$ cat config.mk
export PLATFORM = sky130hd
export DESIGN_NAME = mult_rr_scheduler_flat
export DESIGN_NICKNAME = d
export VERILOG_FILES = /design/src/rtl/mult_sched_pkg.sv /design/src/rtl/mult_rr_scheduler_if.sv /design/src/rtl/rr_arbiter.sv /design/src/rtl/mult_rr_scheduler.sv /design/src/flat_wrapper.sv
export SDC_FILE = /design/constraint.sdc
export NUM_CORES = 1
export LEC_CHECK = 0
export BUFFER_PORTS_ARGS = -buffer_cell sky130_fd_sc_hd__clkbuf_2
export CAP_MARGIN = 20
export CELL_PAD_IN_SITES_DETAIL_PLACEMENT = 0
export CELL_PAD_IN_SITES_GLOBAL_PLACEMENT = 2
export CORE_MARGIN = 5
export CORE_UTILIZATION = 27
export CTS_CLUSTER_SIZE = 28
export DETAILED_ROUTE_END_ITERATION = 10
export MAX_ROUTING_LAYER = met4
export PLACE_DENSITY = 0.89
export SETUP_SLACK_MARGIN = 0.05
export SYNTH_ARGS = -nofsm -noshare
export SYNTH_HDL_FRONTEND = slang
export SYNTH_SLANG_ARGS = --single-unit
$ cat constraint.sdc
create_clock -name clk -period 4.74 [get_ports clk]
set_clock_uncertainty 0.15 [all_clocks]
set_input_delay 0.237 -clock clk [delete_from_list [all_inputs] [get_ports clk]]
set_output_delay 0.237 -clock clk [all_outputs]
set_load 0.005 [all_outputs]
$ cat src/rtl/mult_sched_pkg.sv
// Shared types and default sizing for the round-robin multiplier scheduler.
//   state_t      : scheduler FSM states
//   DEF_*        : default build parameters
//   ID_W, PROD_W : requester-id and product widths of the default build
//   clog2_min1   : $clog2 clamped to at least one bit
package mult_sched_pkg;

    typedef enum logic [1:0] {
        IDLE  = 2'd0,
        ISSUE = 2'd1,
        WAIT  = 2'd2,
        RESP  = 2'd3
    } state_t;

    localparam int unsigned DEF_INPUT1_WIDTH = 4;
    localparam int unsigned DEF_INPUT2_WIDTH = 5;
    localparam int unsigned DEF_NUM_REQ      = 4;
    localparam int unsigned DEF_MULT_LATENCY = 2;

    function automatic int unsigned clog2_min1(input int unsigned n);
        return (n <= 1) ? 1 : $clog2(n);
    endfunction

    localparam int unsigned ID_W   = clog2_min1(DEF_NUM_REQ);
    localparam int unsigned PROD_W = DEF_INPUT1_WIDTH + DEF_INPUT2_WIDTH;

endpackage

$ cat src/rtl/mult_rr_scheduler_if.sv
// Request, multiplier and response signals of the scheduler.
//   req_valid/req_ready/req_a/req_b : per-requester request channel (packed slices)
//   mult_a/mult_b/mult_start        : operands and start pulse to the multiplier
//   mult_product                    : multiplier result
//   resp_valid/resp_ready/resp_id/resp_product : response channel
// Modports: slave = scheduler view, master = requester/multiplier/consumer view.
interface mult_rr_scheduler_if #(
    parameter int unsigned IN1_W   = mult_sched_pkg::DEF_INPUT1_WIDTH,
    parameter int unsigned IN2_W   = mult_sched_pkg::DEF_INPUT2_WIDTH,
    parameter int unsigned NUM_REQ = mult_sched_pkg::DEF_NUM_REQ
);
    localparam int unsigned W_ID   = mult_sched_pkg::clog2_min1(NUM_REQ);
    localparam int unsigned W_PROD = IN1_W + IN2_W;

    logic [NUM_REQ-1:0]       req_valid;
    logic [NUM_REQ-1:0]       req_ready;
    logic [NUM_REQ*IN1_W-1:0] req_a;
    logic [NUM_REQ*IN2_W-1:0] req_b;
    logic [IN1_W-1:0]         mult_a;
    logic [IN2_W-1:0]         mult_b;
    logic                     mult_start;
    logic [W_PROD-1:0]        mult_product;
    logic                     resp_valid;
    logic                     resp_ready;
    logic [W_ID-1:0]          resp_id;
    logic [W_PROD-1:0]        resp_product;

    modport slave (
        input  req_valid, req_a, req_b, mult_product, resp_ready,
        output req_ready, mult_a, mult_b, mult_start, resp_valid, resp_id, resp_product
    );

    modport master (
        output req_valid, req_a, req_b, mult_product, resp_ready,
        input  req_ready, mult_a, mult_b, mult_start, resp_valid, resp_id, resp_product
    );

endinterface

$ cat src/rtl/rr_arbiter.sv
// Combinational round-robin arbiter.
//   i_req     : request vector
//   i_ptr     : index of the last grant; search starts at i_ptr+1
//   o_grant_c : one-hot grant
//   o_idx_c   : index of the granted requester
//   o_any_c   : at least one request present
module rr_arbiter
    import mult_sched_pkg::*;
#(
    parameter  int unsigned NUM_REQ = DEF_NUM_REQ,
    localparam int unsigned W_ID    = clog2_min1(NUM_REQ)
) (
    input  logic [NUM_REQ-1:0] i_req,
    input  logic [W_ID-1:0]    i_ptr,
    output logic [NUM_REQ-1:0] o_grant_c,
    output logic [W_ID-1:0]    o_idx_c,
    output logic               o_any_c
);

    logic [W_ID-1:0] w_pos;

    // Walk ptr+1 .. ptr+NUM_REQ (mod NUM_REQ); the first set request wins.
    always_comb begin
        o_grant_c = '0;
        o_idx_c   = '0;
        o_any_c   = 1'b0;
        w_pos     = '0;
        for (int unsigned i = 1; i <= NUM_REQ; i++) begin
            w_pos = W_ID'((32'(i_ptr) + i) % NUM_REQ);
            if (!o_any_c && i_req[w_pos]) begin
                o_any_c          = 1'b1;
                o_grant_c[w_pos] = 1'b1;
                o_idx_c          = w_pos;
            end
        end
    end

endmodule

$ cat src/rtl/mult_rr_scheduler.sv
// Shares one array multiplier between NUM_REQ requesters, one operation in flight.
//   clk, rst : clock and synchronous active-high reset
//   sched_if : request channel, multiplier operands/start/product, response channel
//   busy     : high whenever the scheduler is not IDLE
// Flow: IDLE (grant) -> ISSUE (start pulse) -> WAIT (MULT_LATENCY-1 .. 0) -> RESP.
module mult_rr_scheduler
    import mult_sched_pkg::*;
#(
    parameter int unsigned INPUT1_WIDTH = DEF_INPUT1_WIDTH,
    parameter int unsigned INPUT2_WIDTH = DEF_INPUT2_WIDTH,
    parameter int unsigned NUM_REQ      = DEF_NUM_REQ,
    parameter int unsigned MULT_LATENCY = DEF_MULT_LATENCY
) (
    input  logic               clk,
    input  logic               rst,
    mult_rr_scheduler_if.slave sched_if,
    output logic               busy
);

    localparam int unsigned W_ID   = clog2_min1(NUM_REQ);
    localparam int unsigned W_PROD = INPUT1_WIDTH + INPUT2_WIDTH;
    localparam int unsigned W_CNT  = clog2_min1(MULT_LATENCY + 1);

    state_t              r_state;
    state_t              w_state_next;
    logic [W_ID-1:0]     r_ptr;
    logic [W_CNT-1:0]    r_cnt;
    logic [INPUT1_WIDTH-1:0] r_mult_a;
    logic [INPUT2_WIDTH-1:0] r_mult_b;
    logic [W_ID-1:0]     r_resp_id;
    logic [W_PROD-1:0]   r_resp_product;

    logic [NUM_REQ-1:0]      w_grant;
    logic [W_ID-1:0]         w_grant_idx;
    logic                    w_any;
    logic [INPUT1_WIDTH-1:0] w_sel_a;
    logic [INPUT2_WIDTH-1:0] w_sel_b;

    rr_arbiter #(
        .NUM_REQ (NUM_REQ)
    ) u_arb (
        .i_req     (sched_if.req_valid),
        .i_ptr     (r_ptr),
        .o_grant_c (w_grant),
        .o_idx_c   (w_grant_idx),
        .o_any_c   (w_any)
    );

    // Operand slices of the requester the arbiter is currently pointing at.
    assign w_sel_a = sched_if.req_a[int'(w_grant_idx)*INPUT1_WIDTH +: INPUT1_WIDTH];
    assign w_sel_b = sched_if.req_b[int'(w_grant_idx)*INPUT2_WIDTH +: INPUT2_WIDTH];

    // State register.
    always_ff @(posedge clk) begin
        if (rst) begin
            r_state <= IDLE;
        end else begin
            r_state <= w_state_next;
        end
    end

    // Next-state logic.
    always_comb begin
        w_state_next = r_state;
        case (r_state)
            IDLE:    if (w_any) w_state_next = ISSUE;
            ISSUE:   w_state_next = (MULT_LATENCY == 0) ? RESP : WAIT;
            WAIT:    if (r_cnt == '0) w_state_next = RESP;
            RESP:    if (sched_if.resp_ready) w_state_next = IDLE;
            default: w_state_next = IDLE;
        endcase
    end

    // Output decode; req_ready is the only combinational grant toward requesters.
    always_comb begin
        sched_if.req_ready  = '0;
        sched_if.mult_start = 1'b0;
        sched_if.resp_valid = 1'b0;
        busy                = 1'b1;
        case (r_state)
            IDLE: begin
                sched_if.req_ready = w_grant;
                busy               = 1'b0;
            end
            ISSUE:   sched_if.mult_start = 1'b1;
            RESP:    sched_if.resp_valid = 1'b1;
            default: ;
        endcase
    end

    // Datapath: operand/id capture on accept, latency countdown, product capture.
    always_ff @(posedge clk) begin
        if (rst) begin
            r_ptr          <= W_ID'(NUM_REQ - 1);
            r_cnt          <= '0;
            r_mult_a       <= '0;
            r_mult_b       <= '0;
            r_resp_id      <= '0;
            r_resp_product <= '0;
        end else begin
            case (r_state)
                IDLE: begin
                    if (w_any) begin
                        r_mult_a  <= w_sel_a;
                        r_mult_b  <= w_sel_b;
                        r_resp_id <= w_grant_idx;
                        r_ptr     <= w_grant_idx;
                    end
                end
                ISSUE: begin
                    if (MULT_LATENCY == 0) begin
                        r_resp_product <= sched_if.mult_product;
                    end else begin
                        r_cnt <= W_CNT'(MULT_LATENCY - 1);
                    end
                end
                WAIT: begin
                    if (r_cnt == '0) begin
                        r_resp_product <= sched_if.mult_product;
                    end else begin
                        r_cnt <= r_cnt - W_CNT'(1);
                    end
                end
                default: ;
            endcase
        end
    end

    assign sched_if.mult_a       = r_mult_a;
    assign sched_if.mult_b       = r_mult_b;
    assign sched_if.resp_id      = r_resp_id;
    assign sched_if.resp_product = r_resp_product;

endmodule

$ cat src/flat_wrapper.sv
// flat-port wrapper written by rule: the top's interface ports become plain ports
module mult_rr_scheduler_flat import mult_sched_pkg::*;
#(
    parameter int unsigned INPUT1_WIDTH = DEF_INPUT1_WIDTH,
    parameter int unsigned INPUT2_WIDTH = DEF_INPUT2_WIDTH,
    parameter int unsigned NUM_REQ      = DEF_NUM_REQ,
    parameter int unsigned MULT_LATENCY = DEF_MULT_LATENCY
)
  (clk, rst, busy, sched_if_req_valid, sched_if_req_a, sched_if_req_b, sched_if_mult_product, sched_if_resp_ready, sched_if_req_ready, sched_if_mult_a, sched_if_mult_b, sched_if_mult_start, sched_if_resp_valid, sched_if_resp_id, sched_if_resp_product);
  mult_rr_scheduler_if #(.IN1_W((DEF_INPUT1_WIDTH)), .IN2_W((DEF_INPUT2_WIDTH)), .NUM_REQ(NUM_REQ)) sched_if_i ();
  input  logic clk;
  input  logic rst;
  output logic busy;
  input wire logic [$bits(sched_if_i.req_valid)-1:0] sched_if_req_valid;
  input wire logic [$bits(sched_if_i.req_a)-1:0] sched_if_req_a;
  input wire logic [$bits(sched_if_i.req_b)-1:0] sched_if_req_b;
  input wire logic [$bits(sched_if_i.mult_product)-1:0] sched_if_mult_product;
  input wire logic [$bits(sched_if_i.resp_ready)-1:0] sched_if_resp_ready;
  output wire logic [$bits(sched_if_i.req_ready)-1:0] sched_if_req_ready;
  output wire logic [$bits(sched_if_i.mult_a)-1:0] sched_if_mult_a;
  output wire logic [$bits(sched_if_i.mult_b)-1:0] sched_if_mult_b;
  output wire logic [$bits(sched_if_i.mult_start)-1:0] sched_if_mult_start;
  output wire logic [$bits(sched_if_i.resp_valid)-1:0] sched_if_resp_valid;
  output wire logic [$bits(sched_if_i.resp_id)-1:0] sched_if_resp_id;
  output wire logic [$bits(sched_if_i.resp_product)-1:0] sched_if_resp_product;
  assign sched_if_i.req_valid = sched_if_req_valid;
  assign sched_if_i.req_a = sched_if_req_a;
  assign sched_if_i.req_b = sched_if_req_b;
  assign sched_if_i.mult_product = sched_if_mult_product;
  assign sched_if_i.resp_ready = sched_if_resp_ready;
  assign sched_if_req_ready = sched_if_i.req_ready;
  assign sched_if_mult_a = sched_if_i.mult_a;
  assign sched_if_mult_b = sched_if_i.mult_b;
  assign sched_if_mult_start = sched_if_i.mult_start;
  assign sched_if_resp_valid = sched_if_i.resp_valid;
  assign sched_if_resp_id = sched_if_i.resp_id;
  assign sched_if_resp_product = sched_if_i.resp_product;
  mult_rr_scheduler #(.INPUT1_WIDTH(INPUT1_WIDTH), .INPUT2_WIDTH(INPUT2_WIDTH), .NUM_REQ(NUM_REQ), .MULT_LATENCY(MULT_LATENCY)) u_core (.clk(clk), .rst(rst), .sched_if(sched_if_i), .busy(busy));
endmodule
==> reports/qor.yml <==
clocking:
  ctsResizeCount: 0
  tritoncts: "yes"
  cts-buffers-inserted: 3
  cts.htree.levels: 1
  clkSinkCount: 26
  clock-root-buffer: "sky130_fd_sc_hd__clkbuf_8"
  clock_insertion_delay_worst_skew_ns: 0.27
  clock_slew_at_the_register_clock_pins_of_the_worst_setup_and_hold_paths_ns: 0.09
  post_cts_hold_buffer_count: 0
  cts_max_path_buffers: 2
  cts_setup_buffers: 0
floorplan:
  fp.coreArea_um2: 6756
  row_count: 30
  dieArea_um2: 8641
  floorplan.initialDensity_pct: 27.50
  die_x_um: 92.96
  io-pin-count: 79
  die_h_um: 92.96
power_and_ir_drop:
  p_leak_uw: 0.001029
  power-per-cell-area_nw_per_um2: 668.9
  vdd_ir_drop_max_uv: 351.9
routing:
  wirelength_mm: 5.230
  via_count: 1822
  post_drt_wl_per_cell_um: 14.41
  route.met2.wl_mm: 2.214
  ant_nets: 0
  met3_wire_length_um: 239
  viasPerCell: 5.019
  highest-signal-layer: "met4"
  drt_drc_violations_left: 0
  initialDrtViolationCount: 70
  detail_route.wirelength.met1_mm: 2.699
  firstDrtPassIters: 4
hold_path:
  min_delay_path_depth: 3
  hp-start: "sched_if_mult_product[2]"
  timing.hold.worst.class: "in -> reg"
  worstHoldEndpoint: "u_core.sched_if.resp_product[2]"
worst_setup_path:
  reg2reg_to: "u_core.sched_if.mult_b[2]"
  timing.critical_path.arrival_ns: 4.00
  timing.critical_path.from_type: "flop"
  worstPathCellList: "inv_1, ha_1, mux4_2, nor2b_4, o21a_1, or2_1, a211oi_1, o31ai_1"
  worst-path-max-fanout: 19
  worst_r2r_startpoint: "u_core.r_ptr[0]"
  worst_path_dominant_cell_family: "compound AO/OA/AOI/OAI gates"
  critPathSlowestCell: "sky130_fd_sc_hd__dfxtp_1"
  crit_required_ns: 4.75
  timing.reg2reg.setup_slack_ns: 0.75
  critical_path_buf_inv_count: 1
  critical-path-max-stage-delay_ns: 0.75
  reg2regPathDepth: 8
  worst_setup_path_class: "reg -> reg"
  end_kind: "flop"
timing:
  final_hold_viols: 0
  holdWs_ns: 0.02689
  achievable-frequency_mhz: 250.7
  tns_ns: 0
  tightestPinTransition_ns: 0.6757
  unrepaired_setup_endpoints_after_global_routing: "no"
  timing.final.crit_period_ns: 3.989
  report.final.slew_viol_count: 0
  worst_slew_margin_rel_pct: 54.95
  finalSetupViolCount: 0
  post-route-period-util_pct: 84.15
logic_synthesis:
  synth.avg_cell_area_um2: 8.642
  number_of_register_bits_inferred_by_synthesis: 26
  yosys_warnings: 0
  seq_area_frac_synth_pct: 28.01
  synth.lib_cells_used.distinct: 40
  synth.top_cell.area_share_pct: 28.01
  syn_area_um2: 1858
  syn_inst: 215
  synth_top_cell_by_area: "sky130_fd_sc_hd__dfxtp_1"
  synth_edf_count: 0
  syn-num-nets: 280
  synth_top_cells_by_area: "sky130_fd_sc_hd__dfxtp_1 28%, sky130_fd_sc_hd__ha_1 8.8%, sky130_fd_sc_hd__nor3b_1 7.3%"
  synth-main-ff-cell: "sky130_fd_sc_hd__dfxtp_1"
  synth-async-reset-ratio_pct: 0
global_routing:
  grt_pass1_vias: 1831
  grt_pass1_wl_mm: 8.797
  antenna_violations_before_repair: 0
  grt_max_degree: 28
  grt-ovfl-total: 0
  grt_usage_pct: 12.49
finish:
  commonest_cells_after_routing_fill_and_taps_aside: "78 x sky130_fd_sc_hd__clkbuf_2, 26 x sky130_fd_sc_hd__dfxtp_1, 20 x sky130_fd_sc_hd__nand2_1"
  design_area_um2: 2328
  fillerInstances: 728
  final_net_count: 349
  layout-drive-gt1-share_pct: 33.22
  layout_commonest_cell: "sky130_fd_sc_hd__clkbuf_2"
  syn2layout_area_growth_pct: 25.32
  n_antenna_cell: 0
run:
  cap_violations: 0
run_status:
  run_status: "finished, final reports clean"
placement:
  portBuffers: 78
  hpwl_mm: 4.052
  placedInstanceArea_um2: 2257
  routabilityCongestion: 0.8013
logic make-up after synthesis:
| kind of cell | Yosys count | share of synthesized area [%] |
|---|---|---|
| multiplexers | 8 | 7.205 |
| buffers and inverters | 24 | 7.339 |
| adder cells (fa/ha/maj) | 13 | 8.754 |
| AO/OA/AOI/OAI | 59 | 23.16 |
| flip-flops | 26 | 28.01 |
| XOR/XNOR | 1 | 0.4715 |
| AND/OR/NAND/NOR | 84 | 25.05 |
state kept, by name, indices dropped and copies added (netlist names):
| register | flops |
|---|---|
| u_core.r_state | 2 |
| u_core.sched_if.resp_id | 2 |
| u_core.r_ptr | 2 |
| u_core.sched_if.resp_product | 9 |
| u_core.sched_if.mult_a | 4 |
| u_core.sched_if.mult_b | 5 |
| u_core.r_cnt | 2 |
synth_stat cells, drive strengths merged (4+ instances only):
| cell type | n |
|---|---|
| nor2 | 19 |
| nand2 | 20 |
| buf | 10 |
| a22oi | 4 |
| a221oi | 5 |
| dfxtp | 26 |
| mux4 | 4 |
| o31ai | 9 |
| ha | 13 |
| nor3 | 5 |
| nor3b | 18 |
| a21oi | 13 |
| a211oi | 18 |
| inv | 8 |
| nand3b | 9 |
| clkbuf | 6 |
worst register-to-register path: stages, from the launching register on:
cell and delay, ns:
sky130_fd_sc_hd__dfxtp_1 0.75, sky130_fd_sc_hd__inv_1 0.27, sky130_fd_sc_hd__ha_1 0.48, sky130_fd_sc_hd__mux4_2 0.57, sky130_fd_sc_hd__nor2b_4 0.17, sky130_fd_sc_hd__o21a_1 0.40
sky130_fd_sc_hd__or2_1 0.58, sky130_fd_sc_hd__a211oi_1 0.39, sky130_fd_sc_hd__o31ai_1 0.11
layer usage:
metal | global-route usage (%) | up-vias
met1 | 18.57 | 821
met4 | 2.442 | 0
met2 | 17.88 | 69
met5 | - | -
met3 | 1.868 | 6
li1 | - | 926
power breakdown:
| group | leakage, µW | switching [µW] | internal (µW) |
|---|---|---|---|
| logic | 0.000780 | 595 | 427 |
| clock network | 0.0000357 | 71.8 | 113 |
| registers | 0.000214 | 64.5 | 286 |
worst max path at each step:
| stage | start | end | slack (ns) | cells after the start |
|---|---|---|---|---|
| after detailed placement | u_core.r_ptr[0] | u_core.sched_if.mult_a[3] | 0.77 | 8 |
| after floorplan | u_core.r_ptr[0] | u_core.sched_if.mult_b[0] | 1.38 | 14 |
| after global routing | u_core.r_ptr[0] | u_core.sched_if.mult_a[2] | 0.36 | 8 |
| after global placement | u_core.r_ptr[0] | u_core.sched_if.mult_a[2] | 0.96 | 8 |
| after CTS | u_core.r_ptr[0] | u_core.sched_if.mult_b[4] | 0.75 | 8 |
| final | u_core.r_ptr[0] | u_core.sched_if.mult_b[2] | 0.75 | 8 |
through the flow:
stage | util, % | setup WS, ns | total power [µW] | instances
floorplan | - | 1.381 | 1183 | 215
global placement | 33.41 | 0.9569 | 1366 | 359
detailed placement | 33.41 | 0.7655 | 1383 | 359
CTS | 34.46 | 0.7530 | 1573 | 363
global route | 34.46 | 0.3596 | 1708 | 363
finish | 34.46 | 0.7511 | 1558 | 363
final cells by class:
type	instances	area, µm²	share of cell area [%]
Inverter	8	30.03	1.290
Clock buffer	3	41.29	1.773
Sequential cell	26	520.5	22.35
Timing Repair Buffer	80	405.4	17.41
Clock inverter	1	30.03	1.290
Tap cell	80	100.1	4.299
Multi-Input combinational cell	165	1201	51.59
(Power assumes the default switching activity.)
